--- config.mk ---
export PLATFORM = sky130hd
export DESIGN_NAME = fetch_prefetch_unit
export DESIGN_NICKNAME = d
export VERILOG_FILES = /design/src/rtl/fetch_prefetch_unit_pkg.sv /design/src/rtl/prefetch_fifo.sv /design/src/rtl/fetch_prefetch_unit.sv
export SDC_FILE = /design/constraint.sdc
export NUM_CORES = 1
export LEC_CHECK = 0
export CAP_MARGIN = 40
export CORE_MARGIN = 2
export CORE_UTILIZATION = 41
export CTS_BUF_LIST = sky130_fd_sc_hd__clkbuf_4 sky130_fd_sc_hd__clkbuf_8 sky130_fd_sc_hd__clkbuf_16
export DETAILED_ROUTE_END_ITERATION = 12
export GPL_TIMING_DRIVEN = 0
export MAX_ROUTING_LAYER = met4
export PLACE_DENSITY_LB_ADDON = 0.2
export SLEW_MARGIN = 25
export SYNTH_ARGS = -nofsm -noshare
export SYNTH_HDL_FRONTEND = slang
export SYNTH_SLANG_ARGS = --single-unit
--- constraint.sdc ---
create_clock -name clk -period 3.9 [get_ports clk]
set_input_delay 0.78 -clock clk [delete_from_list [all_inputs] [get_ports clk]]
set_output_delay 0.78 -clock clk [all_outputs]
set_load 0.02 [all_outputs]
--- src/rtl/fetch_prefetch_unit_pkg.sv ---
// Shared definitions for the instruction-fetch front end: CPU-wide default
// widths and the fetch controller state encodings.
package fetch_prefetch_unit_pkg;

    localparam int DEF_BITS_DATA = 32;
    localparam int DEF_BITS_ADDR = 16;

    localparam logic S_RUN  = 1'b0;
    localparam logic S_HALT = 1'b1;

endpackage

--- src/rtl/prefetch_fifo.sv ---
// Synchronous FIFO holding fetched {ir_pc, ir} entries; flush overrides push/pop.
// DEPTH must be a power of two so the pointers wrap naturally.
module prefetch_fifo #(
    parameter int WIDTH = 48,
    parameter int DEPTH = 4
) (
    input  logic                     clk,
    input  logic                     reset,
    input  logic                     push,
    input  logic [WIDTH-1:0]         push_data,
    input  logic                     pop,
    input  logic                     flush,
    output logic [$clog2(DEPTH):0]   count,
    output logic [WIDTH-1:0]         head
);

    localparam int PW = $clog2(DEPTH);

    logic [WIDTH-1:0] mem_q [DEPTH];
    logic [PW-1:0]    rd_ptr_q;
    logic [PW-1:0]    wr_ptr_q;
    logic [PW:0]      count_q;

    // NOTE: sequential state uses non-blocking assignments so every register samples pre-edge values.
    always_ff @(posedge clk) begin
        if (reset || flush) begin
            rd_ptr_q <= '0;
            wr_ptr_q <= '0;
            count_q  <= '0;
        end else begin
            if (push) wr_ptr_q <= wr_ptr_q + 1'b1;
            if (pop)  rd_ptr_q <= rd_ptr_q + 1'b1;
            case ({push, pop})
                2'b10:   count_q <= count_q + 1'b1;
                2'b01:   count_q <= count_q - 1'b1;
                default: ;
            endcase
        end
    end

    // NOTE: storage is deliberately not reset; consumers must qualify head with count.
    always_ff @(posedge clk) begin
        if (push && !flush) mem_q[wr_ptr_q] <= push_data;
    end

    assign count = count_q;
    assign head  = mem_q[rd_ptr_q];

    a_no_overflow: assert property (@(posedge clk) disable iff (reset)
        !(push && !pop && !flush && count_q == (PW+1)'(DEPTH)));

endmodule

--- src/rtl/fetch_prefetch_unit.sv ---
// Instruction prefetcher: issues sequential memory reads, buffers returned words
// with their addresses and hands them to decode over a valid/ready handshake.
module fetch_prefetch_unit
    import fetch_prefetch_unit_pkg::*;
#(
    parameter int                   BITS_DATA = DEF_BITS_DATA,
    parameter int                   BITS_ADDR = DEF_BITS_ADDR,
    parameter int                   DEPTH     = 4,
    parameter logic [BITS_ADDR-1:0] RESET_PC  = '0
) (
    input  logic                 clk,
    input  logic                 reset,
    output logic [BITS_ADDR-1:0] MAR,
    output logic                 mem_req,
    input  logic                 mem_grant,
    input  logic [BITS_DATA-1:0] MBR_R,
    input  logic                 redirect,
    input  logic [BITS_ADDR-1:0] redirect_pc,
    input  logic                 halt,
    output logic                 ir_valid,
    output logic [BITS_DATA-1:0] ir,
    output logic [BITS_ADDR-1:0] ir_pc,
    input  logic                 ir_ready
);

    localparam int CW = $clog2(DEPTH) + 1;
    localparam int OW = CW + 2;
    localparam int EW = BITS_ADDR + BITS_DATA;

    logic                 state_q, state_d;
    logic [BITS_ADDR-1:0] fetch_pc_q, fetch_pc_d;
    logic [BITS_ADDR-1:0] mar_q, mar_d;
    logic                 mem_req_q, mem_req_d;
    logic                 pending_q, squash_q;
    logic [BITS_ADDR-1:0] pend_addr_q;

    logic          accepted, held, push, pop, has_room;
    logic [CW-1:0] count;
    logic [EW-1:0] head;
    logic [OW-1:0] occupancy;

    assign accepted = mem_req_q & mem_grant;
    assign held     = mem_req_q & ~mem_grant;
    assign push     = pending_q & ~squash_q;
    assign pop      = ir_valid & ir_ready;

    // Pops are ignored here: a slot is only promised once it is already free.
    assign occupancy = OW'(count) + OW'(pending_q) + OW'(mem_req_q);
    assign has_room  = occupancy < OW'(DEPTH);

    // NOTE: every always_comb output gets a default first so no path infers a latch.
    always_comb begin
        state_d    = state_q;
        fetch_pc_d = fetch_pc_q;
        mar_d      = mar_q;
        mem_req_d  = mem_req_q;

        case (state_q)
            S_RUN:   if (halt)  state_d = S_HALT;
            default: if (!halt) state_d = S_RUN;
        endcase

        if (redirect) begin
            fetch_pc_d = redirect_pc;
            mem_req_d  = 1'b0;
            if (state_d == S_RUN) begin
                mem_req_d  = 1'b1;
                mar_d      = redirect_pc;
                fetch_pc_d = redirect_pc + 1'b1;
            end
        end else if (!held) begin
            mem_req_d = 1'b0;
            if (state_d == S_RUN && has_room) begin
                mem_req_d  = 1'b1;
                mar_d      = fetch_pc_q;
                fetch_pc_d = fetch_pc_q + 1'b1;
            end
        end
    end

    always_ff @(posedge clk) begin
        if (reset) begin
            state_q     <= S_RUN;
            fetch_pc_q  <= RESET_PC;
            mar_q       <= '0;
            mem_req_q   <= 1'b0;
            pending_q   <= 1'b0;
            squash_q    <= 1'b0;
            pend_addr_q <= '0;
        end else begin
            state_q     <= state_d;
            fetch_pc_q  <= fetch_pc_d;
            mar_q       <= mar_d;
            mem_req_q   <= mem_req_d;
            pending_q   <= accepted;
            squash_q    <= redirect & accepted;
            pend_addr_q <= mar_q;
        end
    end

    prefetch_fifo #(
        .WIDTH (EW),
        .DEPTH (DEPTH)
    ) u_fifo (
        .clk       (clk),
        .reset     (reset),
        .push      (push),
        .push_data ({pend_addr_q, MBR_R}),
        .pop       (pop),
        .flush     (redirect),
        .count     (count),
        .head      (head)
    );

    assign MAR           = mar_q;
    assign mem_req       = mem_req_q;
    assign ir_valid      = count != '0;
    assign {ir_pc, ir}   = ir_valid ? head : '0;

endmodule

After elaboration in Yosys (flattened, before gate mapping). Memories as Yosys holds them, arrays and structs flattened. A register that Yosys moved wholly into a read port is not among the register bits. Cells that the tools add are included.

RAM bits: 192. Output and inout bits: 66. Flip-flop bits (word level): 58. Logic and storage cells: 59. Memories kept: 1.

Bitwise logic cells: 8. Reductions and logical operators: 9. Multiplexer cells: 19. Add/sub/neg operators: 8. Equality and inequality tests: 4. Magnitude comparators: 1.

Memory list: u_fifo.mem_q (depth 4, width 48, rd ports 1, clocked after memory_dff 1, wr ports 1, line prefetch_fifo.sv:19) `logic [WIDTH-1:0] mem_q [DEPTH];`.

Operators with widths (number): 16-bit two-way mux (8); 48-bit two-way mux (1); 16-bit by 1-bit adder with 16-bit output (second input constant) (2); 1-bit two-way mux (7); 3-bit case mux with 2 select lines (1); 4-bit by 1-bit adder with 5-bit output (1); 1-bit bitwise AND (5); 5-bit by 3-bit less-than comparator with 1-bit output (second input constant) (1); 2-bit by 1-bit adder with 2-bit output (second input constant) (2); 3-bit by 1-bit adder with 4-bit output (1); 2-bit two-way mux (2); 2-bit != test (second input constant) (2); 2-bit nonzero test (2); 3-bit by 1-bit adder with 3-bit output (second input constant) (1); 1-bit inverter (3); 3-bit AND reduction (1); 3-bit nonzero test (1); 3-bit by 1-bit subtractor with 3-bit output (second input constant) (1); 2-bit by 1-bit equality test with 1-bit output (second input constant) (1); 2-bit equality test (second input constant) (1); 1-bit logical AND (2); 2-bit AND reduction (1); 1-bit logical NOT (1); 1-bit logical OR (1).

Depth between registers and ports, before layout.
Depth after elaboration: 7. Gate-level depth with buffers: 8. Gate-level depth less buffers: 8.

By module. A second synthesis with hierarchy kept.

Cell total of the unflattened synthesis: 624. Area, all modules: 10313.6 um^2.

By module, submodules not included: prefetch_fifo (cells each 297, seq. area each 5945.7 um^2, area an instance 7350.8 um^2, instances 1); fetch_prefetch_unit (cells each 327, seq. area each 1021.0 um^2, area an instance 2962.8 um^2, instances 1).

Worst setup path before layout. Ideal clock, no wire load.

Path kind: input to register. Start point: input port redirect. End point: memory u_fifo.mem_q[1][0] (enable). Path buffers: 2. Stages: 4. Library setup time: 0.411 ns. Data arrival time: 2.623 ns. Data required time: 3.489 ns. Slack: 0.866 ns. Path through: buf_2 -> clkinv_1 -> clkbuf_1 -> and3_1.

Longest elaborated chain between the ends: 4.

RTL lines: start, declared (line fetch_prefetch_unit.sv:17) `input logic redirect,`; 1-bit logical NOT (line prefetch_fifo.sv:43) `if (push && !flush) mem_q[wr_ptr_q] <= push_data;`; 1-bit logical AND (line prefetch_fifo.sv:43); 1-bit two-way mux (line prefetch_fifo.sv:43); 1-bit two-way mux (implied by the code) (line prefetch_fifo.sv:43); end, declared (line prefetch_fifo.sv:19).

Every way passes these cells.

==> metrics.md <==
| Metric | Value |
|---|---|
| Outcome | `completed` |
| Fin. Hold Viols | `0` |
| Drt pass-1 iters | `5` |
| CP required | `between 3 and 4 ns` |
| Pwr dens | `about 460 mW/mm^2` |
| Startpoint Class | `register` |
| Final Cycle Share | `95.1%` |
| Clk Latency, worst-skew pair | `between 0.5 and 0.6 ns` |
| Port Buffers | `roughly 120` |
| Fillers | `between 2000 and 2500` |
| Initial antenna violation count | `0` |
| FP Rows | `between 50 and 60` |
| Worst Setup End Kind | `output port` |
| Layout cells sized above 1 | `between 10% and 20%` |
| Vias | `around 5700` |
| Seq. cell area | `0.00697 sq mm` |
| Synth cell types | `49` |
| Die Footprint | `0.0259 sq mm` |
| Total gr overflow | `0` |
| Total clock sinks | `roughly 250` |
| Max Fclk | `~270 MHz` |
| Postcts setup bufs | `0` |
| Core area | `~0.024 sq mm` |
| GP Congestion | `0.885` |
| Clock Tree Root | `clkbuf_16` |
| Slew Limit Fails | `0` |
| Count leader, synth | `edfxtp_1` |
| Clock Tree Buf Depth | `3` |
| Ys async rst share | `0%` |
| Multi-input logic area | `between 0.002 and 0.003 sq mm` |
| EDFF count, synth | `roughly 190` |
| Flops & latches, synth | `between 200 and 300` |
| Final Setup Violations | `0` |
| Mapped Cells | `around 620` |
| ANT nets after route | `0` |
| Layout Utilization | `52.5%` |
| Leak | `approximately 4.2 nW` |
| Synth warnings | `0` |
| Layout area overhead | `26.2%` |
| Final wirelength | `21600 microns` |
| Die W | `roughly 160 microns` |
| Critical path arrival | `2.93 ns` |
| Worst-path maximum fanout | `12` |
| Fin crit period | `approximately 3.7 ns` |
| DR vias/cell | `roughly 5` |
| CTS Buf Count | `26` |
| Max VDD drop | `~0.32 mV` |
| Synth top area share | `57.1%` |
| WHS Path Cells | `0` |
| DRT iter0 DRCs | `around 320` |
| Synthesized area | `0.0101 sq mm` |
| Layout Nets | `830` |
| Syn Area/Cell | `~16 sq um` |
| DR WL/cell | `around 19 microns` |
| Register area share after synthesis | `between 60% and 70%` |
| H-Tree Depth | `1` |
| Detailed Place HPWL | `approximately 15000 microns` |
| Reg2Reg Depth | `8` |
| Critical setup path kind | `register to output port` |
| Remaining DRCs | `0` |
| RSZ-0062 raised after global routing | `no` |
| Syn Nets | `between 600 and 700` |
| Number of global-route vias before repair | `around 6300` |
| Diodes inserted | `0` |
| CTS tree | `built` |
| Top cells by area, synth | `edfxtp_1 57%, dfxtp_1 12%, mux4_2 11%, and2_1 3.0%, mux2i_1 1.7%` |
| Total track usage | `17.4%` |
| Worst Max-Slew Pin Slew | `between 0.7 and 0.8 ns` |
| Max_slew headroom | `between 50% and 60%` |
| I/O Pins | `between 100 and 150` |
| Most common library cells after synthesis | `192 x edfxtp_1, 60 x dfxtp_1, 49 x and2_1` |
| Largest net degree at the start of global routing | `42` |
| Clk slew on worst S/H paths | `~0.060 ns` |
| Initial Util | `around two fifths` |
| Clk_skew | `0.00843 ns` |
| Max_cap viols | `0` |
| Power, Total | `~0.0059 W` |
| Ys flop type | `edfxtp_1` |
| Die height | `roughly 160 microns` |
| Dominant cell type by area after synthesis | `edfxtp_1` |
| Hold Path Class | `register to register` |
| First-pass GRT wire length | `~34000 microns` |
placed cells by master (no fill, tap or decap), types with 9 or more instances in the layout:
cell / instances
nor2b_1: 18
clkdlybuf4s50_1: 117
dfxtp_1: 60
mux2i_1: 17
mux4_2: 48
clkbuf_16: 31
xnor2_1: 14
nand2_1: 19
a211oi_1: 16
inv_1: 9
xor2_1: 14
nand4_1: 13
nor2_1: 32
a21oi_1: 14
clkbuf_1: 17
edfxtp_1: 192
and2_1: 49
buf_2: 10
sequential cells by signal, summed over array words and instances, names as in the netlist, named ones only:
| register | cells |
|---|---|
| MAR | 16 |
| fetch_pc_q | 16 |
| mem_req | 1 |
| pend_addr_q | 16 |
| pending_q | 1 |
| squash_q | 1 |
| u_fifo.count | 3 |
| u_fifo.mem_q | 192 |
| u_fifo.rd_ptr_q | 2 |
| u_fifo.wr_ptr_q | 2 |
power breakdown:
part / internal (W) / total (W) / leakage [nW] / switching, W
logic: 0.000142 / 0.000296 / 1.50 / 0.000154
registers: 0.00292 / 0.00296 / 2.27 / 0.0000406
clock network: 0.00164 / 0.00261 / 0.474 / 0.000975
area by class of cell:
cell class | count | area share (%)
Sequential cell | 252 | 54.7
Multi-Input combinational cell | 325 | 23.4
Timing Repair Buffer | 121 | 9.94
Clock buffer | 43 | 7.04
Tap cell | 324 | 3.18
Buffer | 31 | 1.08
Clock inverter | 5 | 0.403
Inverter | 10 | 0.295
routing by layer:
layer | track usage, % | vias to the layer above | part of all wire, % | wire (microns)
li1 | - | 2677 | - | -
met1 | 22.6 | 2836 | 43 | 9320
met2 | 28.8 | 170 | 50 | 10700
met3 | 2.48 | 38 | 5.1 | 1100
met4 | 4.95 | 0 | 2.1 | 450
met5 | - | - | 0 | 0
worst max-delay path: stages (launching register included):
cell and delay, ns:
dfxtp_1 0.73, clkbuf_1 0.55, mux4_2 0.40, and2_1 0.17, clkdlybuf4s50_1 0.57
worst paths after layout:
path / from / to / slack (ns)
max: register / ir_pc[10] / 0.19
min reg2reg: pend_addr_q[10]$_SDFF_PP0_ / u_fifo.mem_q[2][42]$_DFFE_PP_ / 0.48
max reg2reg: u_fifo.count[1]$_SDFFE_PP0P_ / u_fifo.count[2]$_SDFFE_PP0P_ / 1.53
min: pend_addr_q[10]$_SDFF_PP0_ / u_fifo.mem_q[2][42]$_DFFE_PP_ / 0.48
metrics by stage:
| step | cell area (sq um) | TNS (ns) | std cells | hold slack, ns | setup slack, ns |
|---|---|---|---|---|---|
| CTS | 12700 | 0 | 1111 | 0.481 | 0.101 |
| global route | 12700 | 0 | 1111 | 0.493 | 0.00899 |
| detailed placement | 11800 | 0 | 1064 | 0.468 | 0.481 |
| finish | 12700 | 0 | 1111 | 0.482 | 0.191 |
| floorplan | 10100 | 0 | 619 | 0.438 | 0.866 |
| global placement | 11700 | -64.17 | 1060 | 0.445 | -0.405 |
kinds of logic (layout without fill, tap and decap cells):
group / count (synthesis) / count (layout) / synth area share (%)
mux: 68 / 68 / 12.7
compound gates: 57 / 57 / 4.04
buf+inv: 42 / 210 / 1.72
simple gates: 163 / 163 / 8.91
flops: 252 / 252 / 69.0
xor+xnor: 28 / 28 / 2.43
fa+ha+maj: 9 / 9 / 1.19
timing repair:
item | 4_1_cts | 5_1_grt
gates cloned | 0 | 0
pin swaps | 0 | 0
resized for setup | 1 | 3
endpoints found under the setup margin | 20 | 6
hold buffers | 0 | 0
No activity file was read; power rests on OpenSTA's default activity.
